--- src/rtl/operand_select_ctrl.sv ---
// ----------------------------------------------------------------------------
// operand_select_ctrl
//
// Sequencing controller wrapped around an 8-bit 4:1 operand multiplexer.
// Accepts one micro-instruction per handshake. It drives the mux select,
// allows one settle cycle, samples the mux output and applies
// LOAD/ADD/SUB/AND into an 8-bit accumulator with carry and zero flags.
// A one-cycle done pulse marks each completed instruction.
//
// Ports:
//   clk          rising-edge clock
//   rst_n        synchronous active-low reset
//   instr[7:0]   micro-instruction: [7:6] opcode, [5:4] source select,
//                [3:0] reserved (ignored)
//   instr_valid  instr is valid this cycle
//   instr_ready  controller is idle and can accept an instruction
//   sel[1:0]     operand mux select (00=a, 01=b, 10=c, 11=d)
//   mux_o[7:0]   data returned from the operand mux
//   acc[7:0]     accumulator
//   carry        carry (ADD) / borrow (SUB) flag
//   zero         accumulator-zero flag
//   done         one-cycle pulse when an instruction completes
//
// Build option:
//   OPSEL_ZERO_FLAG_EN  when defined, zero tracks (acc == 0). When undefined,
//                       zero is tied low and no compare logic is built.
// ----------------------------------------------------------------------------
module operand_select_ctrl (
    input  logic       clk,
    input  logic       rst_n,
    input  logic [7:0] instr,
    input  logic       instr_valid,
    output logic       instr_ready,
    output logic [1:0] sel,
    input  logic [7:0] mux_o,
    output logic [7:0] acc,
    output logic       carry,
    output logic       zero,
    output logic       done
);

    typedef enum logic [1:0] {
        IDLE   = 2'b00,
        SELECT = 2'b01,
        EXEC   = 2'b10,
        DONE   = 2'b11
    } state_t;

    typedef enum logic [1:0] {
        OP_LOAD = 2'b00,
        OP_ADD  = 2'b01,
        OP_SUB  = 2'b10,
        OP_AND  = 2'b11
    } op_t;

    state_t     state_q, state_d;
    op_t        op_q, op_d;
    logic [1:0] sel_q, sel_d;
    logic [7:0] acc_q, acc_d;
    logic       carry_q, carry_d;
    logic       done_q, done_d;
    logic       handshake;
    logic [8:0] sum9;
    logic [8:0] diff9;
    logic       instr_unused;

    // The reserved instruction bits carry no meaning for this block.
    assign instr_unused = ^instr[3:0];

    assign handshake = instr_valid && (state_q == IDLE);

    // Bit 8 of the 9-bit difference is the borrow (set iff acc < mux_o).
    assign sum9  = {1'b0, acc_q} + {1'b0, mux_o};
    assign diff9 = {1'b0, acc_q} - {1'b0, mux_o};

`ifdef OPSEL_ZERO_FLAG_EN
    logic zero_q, zero_d;
`endif

    always_comb begin
        state_d = state_q;
        op_d    = op_q;
        sel_d   = sel_q;
        acc_d   = acc_q;
        carry_d = carry_q;
`ifdef OPSEL_ZERO_FLAG_EN
        zero_d  = zero_q;
`endif
        // done is registered so it is high exactly during the DONE cycle.
        done_d  = (state_q == EXEC);

        case (state_q)
            IDLE: begin
                if (handshake) begin
                    state_d = SELECT;
                    op_d    = op_t'(instr[7:6]);
                    sel_d   = instr[5:4];
                end
            end
            // Mux output settles this cycle; it is not sampled here.
            SELECT: state_d = EXEC;
            EXEC: begin
                state_d = DONE;
                case (op_q)
                    OP_LOAD: acc_d = mux_o;
                    OP_ADD: begin
                        acc_d   = sum9[7:0];
                        carry_d = sum9[8];
                    end
                    OP_SUB: begin
                        acc_d   = diff9[7:0];
                        carry_d = diff9[8];
                    end
                    default: begin
                        acc_d   = acc_q & mux_o;
                        carry_d = 1'b0;
                    end
                endcase
`ifdef OPSEL_ZERO_FLAG_EN
                zero_d = (acc_d == 8'h00);
`endif
            end
            default: state_d = IDLE;
        endcase
    end

    always_ff @(posedge clk) begin
        if (!rst_n) begin
            state_q <= IDLE;
            op_q    <= OP_LOAD;
            sel_q   <= 2'b00;
            acc_q   <= 8'h00;
            carry_q <= 1'b0;
            done_q  <= 1'b0;
        end else begin
            state_q <= state_d;
            op_q    <= op_d;
            sel_q   <= sel_d;
            acc_q   <= acc_d;
            carry_q <= carry_d;
            done_q  <= done_d;
        end
    end

`ifdef OPSEL_ZERO_FLAG_EN
    always_ff @(posedge clk) begin
        if (!rst_n) begin
            zero_q <= 1'b0;
        end else begin
            zero_q <= zero_d;
        end
    end
    assign zero = zero_q;
`else
    assign zero = 1'b0;
`endif

    assign instr_ready = (state_q == IDLE);
    assign sel         = sel_q;
    assign acc         = acc_q;
    assign carry       = carry_q;
    assign done        = done_q;

endmodule

--- config.mk ---
export PLATFORM = sky130hd
export DESIGN_NAME = operand_select_ctrl
export DESIGN_NICKNAME = d
export VERILOG_FILES = /design/src/rtl/operand_select_ctrl.sv
export SDC_FILE = /design/constraint.sdc
export NUM_CORES = 1
export LEC_CHECK = 0
export BUFFER_PORTS_ARGS = -buffer_cell sky130_fd_sc_hd__buf_4
export CAP_MARGIN = 0
export CORE_MARGIN = 5
export CORE_UTILIZATION = 45
export CTS_CLUSTER_DIAMETER = 200
export DETAILED_ROUTE_END_ITERATION = 10
export HOLD_SLACK_MARGIN = 0.12
export PLACE_DENSITY = 0.66
export SLEW_MARGIN = 20
export SYNTH_ARGS = -nofsm -noshare
export SYNTH_HDL_FRONTEND = slang
export SYNTH_SLANG_ARGS = --single-unit
--- constraint.sdc ---
create_clock -name clk -period 2.9 [get_ports clk]
set_input_delay 0.29 -clock clk [delete_from_list [all_inputs] [get_ports clk]]
set_output_delay 0.29 -clock clk [all_outputs]
set_load 0.01 [all_outputs]
### Yosys cells after proc, flatten, opt, wreduce, memory -nomap -nowiden

Cells that the tools add are included.

| word-level totals | value |
|---|---|
| output and inout port bits | 14 |
| bits in registers | 16 |
| word-level logic and storage cells | 24 |

| operators by class | value |
|---|---|
| bitwise operators | 2 |
| equality and inequality tests | 5 |
| $add $sub $neg | 2 |
| muxes and demuxes | 4 |
| reductions and logical operators | 5 |

Operator list:

| cell | number |
|---|---|
| $pmux W8 S3 | 1 |
| $add A8 B8 Y9 | 1 |
| $sub A8 B8 Y9 | 1 |
| $and A8 B8 Y8 | 1 |
| $pmux W2 S3 | 1 |
| $eq A2 B1 Y1 const B | 2 |
| $eq A2 B2 Y1 const B | 2 |
| $logic_not A2 Y1 | 2 |
| $reduce_and A2 Y1 | 2 |
| $pmux W1 S3 | 1 |
| $mux W2 | 1 |
| $ne A2 B1 Y1 const B | 1 |
| $logic_and A1 B1 Y1 | 1 |
| $not A1 Y1 | 1 |

### Depth between registers and ports, before layout

| logic depth | value |
|---|---|
| depth in word-level cells | 4 |
| depth in mapped cells | 9 |

### Worst setup path before layout

No wires, ideal clock.

| timing | value |
|---|---|
| path type | reg-to-reg |
| start | reg acc_q[0], in the netlist acc[0] |
| end | reg carry_q, in the netlist carry |
| stages on the path, launching flop included | 10 |
| setup slack | 794 ps |
| data arrival time | 2044 ps |
| buffers on the path | 0 |
| period minus slack after synthesis | 2106 ps |
| setup time | 62 ps |
| cells stage by stage | dfxtp_1 inv_1 ha_1 inv_1 fa_1 a21o_1 a221oi_1 o21ai_0 a2111o_1 nand3_1 |

| between the ends | value |
|---|---|
| cells in the longest elaborated chain, start to end | 2 |
| elaborated cells on any way between the ends | 3 |
| those cells by class | add/sub: 2; mux: 1 |

Ends and longest elaborated chain:

| element | RTL line | source |
|---|---|---|
| start: declaration | 59 | `logic [7:0] acc_q, acc_d;` |
| start signal: assignment | 132 | `acc_q <= 8'h00;` |
| start signal: assignment | 139 | `acc_q <= acc_d;` |
| $sub A8 B8 Y9 or $add A8 B8 Y9 (tied branches) | 74, 73 |  |
| $pmux W1 S3 * | 104 | `case (op_q)` |
| end signal: assignment | 140 | `carry_q <= carry_d;` |
| end: declaration | 60 | `logic carry_q, carry_d;` |

Every way passes the cells marked *; elsewhere a longest branch is shown, timed or not.
A chain may end at the register's enable or synchronous reset.

### Final worst setup path

Ends and elaborated chain as after synthesis.

==> results by group <==
Clocking
  – Clock tree buffer depth: 2
  – Setup bufs post-CTS: 0
  – Post_cts resized: 0
  – CTS tree: done
  – H-tree levels: 1
  – Clock Sink Count: 16
  – Root Buffer: clkbuf_8
  – Reg clk slew, reported paths: 0.08 ns
  – Hold buffers post-CTS: 0
  – TritonCTS buffer count: 3
  – Worst skew pair latency: 0.26 ns

Timing
  – Worst rel slew slack: 61.1%
  – Clk_skew: 0.0114 ns
  – Worst-margin pin slew: 0.583 ns
  – Total Neg Setup Slack: 0 ns
  – Final worst-path cycle share: 79.8%
  – Fin Hold WS: 0.302 ns
  – Unrepaired setup endpoints after global routing: false
  – Final WS setup: 0.587 ns
  – Final Max Slew Viols: 0
  – Final hold vios: 0
  – Fin crit period: 2.31 ns
  – Finish-stage setup viols: 0
  – Max Clk Rate: 432 MHz

Floorplanning
  – Io pins: 33
  – Core area: 3660 um^2
  – DIE WIDTH: 71.7 um
  – Total die area: 5140 um^2
  – Starting Density: 46.8%
  – Std-Cell Rows: 22
  – Die H: 71.7 um

Power
  – Leakage: 0.895 nW
  – Power per Cell Area: 633 nW/um^2
  – Clk pwr share: 17.1%
  – Max VDD drop: 0.351 mV
  – Switching pwr: 545 uW
  – Switch share: 43.9%
  – Reg power frac: 25.9%
  – Comb pwr share: 57.1%
  – Internal: 696 uW

Routing
  – WL met3: 155 um
  – Met1 wire length: 2160 um
  – Highest Signal Layer: met4
  – Wirelength per Cell: 14.8 um
  – Routed vias/inst: 5.65
  – Final WL: 4270 um
  – WL met2: 1870 um
  – Final ANT Viol Nets: 0
  – DR DRC count: 0
  – Routed via count: 1632
  – DRT Pass-1 Iters: 4
  – 1st-iter DRT viols: 146

Logic synthesis
  – Syn nets: 265
  – #FFs+latches synth: 16
  – Mapped Cells: 221
  – Post-synth EDFFs: 0
  – Post-synth top flop: dfxtp_1
  – Fraction of registers with async set/reset: 0%
  – Mapped Area: 1710 um^2
  – Yosys warns: 0
  – Synth cell types: 50
  – Sequential-to-total area share from yosys stat: 18.7%
  – Avg Inst Size Synth: 7.74 um^2

Flow run
  – Max-Cap Viols: 0

GRT
  – Global route overflow: 0
  – Vias in the first global route: 1510
  – Global-route wire length before repair: 7070 um
  – Largest net degree at the start of global routing: 17
  – Total track usage: 17.0%
  – Initial antenna violation count: 0

Place
  – Placed cells: 285
  – Final GP Congestion: 0.900
  – Port bufs: 27
  – Setup WS pre-CTS: 0.554 ns
  – Hpwl dp: 3150 um

Cells and area
  – Most common cell after layout, fill and taps aside: buf_4
  – Final Non-Filler Cells: 289
  – Area grow syn2layout: 14.6%
  – Fill cell count: 382
  – Nets: 286
  – Commonest cells after routing, fill and taps aside: buf_4, inv_1, nand2_1, ha_1, dfxtp_1
  – Layout cells sized above 1: 16.2%
  – Number of diodes: 0

Worst setup path
  – Worst Path Required: 3.11 ns
  – Setup CP Type: reg2reg
  – Critical Path Start Type: register
  – Max FO, Critical Path: 4
  – Worst Reg-to-Reg Cells: 9
  – R2R Setup Slk: 0.59 ns
  – R2R Path End: carry
  – Crit path capture type: register
  – Critical Path AT: 2.52 ns
  – Reg2reg start: acc[0]

Worst hold path
  – Worst Min Path Start: instr[7]
  – Worst Hold End: op_q[1]
  – Min-Delay Path Class: in2reg
  – Hold Path Stages: 3

Run status
  – Status: complete, no violations
routing by layer:
| metal | global-route usage [%] | up-vias |
|---|---|---|
| li1 | - | 818 |
| met1 | 23.8 | 773 |
| met2 | 26.2 | 35 |
| met3 | 2.24 | 6 |
| met4 | 6.89 | 0 |
| met5 | 0 | - |
logic make-up after synthesis:
kind of cell	Yosys count	share of synthesized area, %
AOI/OAI and AO/OA	65	25.8
xor gates and xnor gates	4	2.05
adders and majority gates	25	19.2
buffers and inverters	36	9.43
DFF	16	18.7
muxes	7	4.46
other	1	0.219
and+or+nand+nor	67	20.2
how the worst max path moves through the flow:
stage                  start      to  slack [ns]  depth (start not counted)
floorplan             acc[0]   carry        0.79                          9
global route          acc[0]   carry        0.44                          9
CTS                   acc[0]   carry        0.60                          9
global placement    mux_o[4]  acc[7]        0.58                          8
finish                acc[0]   carry        0.59                          9
detailed placement  mux_o[4]  acc[7]        0.55                          8
flip-flops by register name (all words and copies together) (netlist names):
register	cells
acc	8
done	1
sel	2
state_q	2
carry	1
op_q	2
cell usage after synthesis (2+ instances only):
library cell	instances	area share [%]
a211oi_1	4	1.8
a21boi_0	6	2.6
a21o_1	4	1.8
a21oi_1	15	4.4
a221oi_1	2	1.0
buf_4	5	2.2
clkbuf_1	4	0.88
dfxtp_1	16	19
fa_1	2	2.3
ha_1	23	17
inv_1	25	5.5
mux2i_1	5	2.9
nand2_1	23	5.0
nand2b_1	5	1.8
nand3_1	13	3.8
nand3b_1	2	0.88
nor2_1	5	1.1
nor2b_1	7	2.6
nor3_1	3	0.88
o211ai_1	6	2.6
o21ai_0	14	4.1
or3_1	2	0.73
xnor2_1	3	1.5
worst max-delay path, cell delays in order, from the launching register on:
cell and delay (ns):
dfxtp_1 0.34, inv_1 0.08, ha_1 0.14, inv_1 0.04, fa_1 0.41, a21o_1 0.21, a221oi_1 0.40, o21ai_0 0.15
a2111o_1 0.42, nand3_1 0.08
power groups by stage:
stage / combinational (mW) / sequential [mW] / clock (mW)
floorplan: 0.504 / 0.334 / 0
detailed placement: 0.706 / 0.327 / 0
finish: 0.708 / 0.321 / 0.212
global route: 0.786 / 0.331 / 0.229
global placement: 0.699 / 0.325 / 0
CTS: 0.709 / 0.322 / 0.220
metrics by stage:
step	utilization (%)	power (mW)	area [um^2]
6_report	53.6	1.24	1960
5_1_grt	53.6	1.35	1960
4_1_cts	53.6	1.25	1960
3_5_place_dp	52.1	1.03	1910
3_3_place_gp	52.1	1.02	1910
2_1_floorplan	-	0.838	1710
final cells by class:
cell class	instances	area (um^2)	area share, %
multi-input cells	169	1230	62.7
repair buffers	27	203	10.3
clock buffers	4	55.1	2.81
well taps	48	60.1	3.06
flip-flops and latches	16	320	16.3
inverters	25	93.8	4.78
No activity file was read; power rests on OpenSTA's default activity.
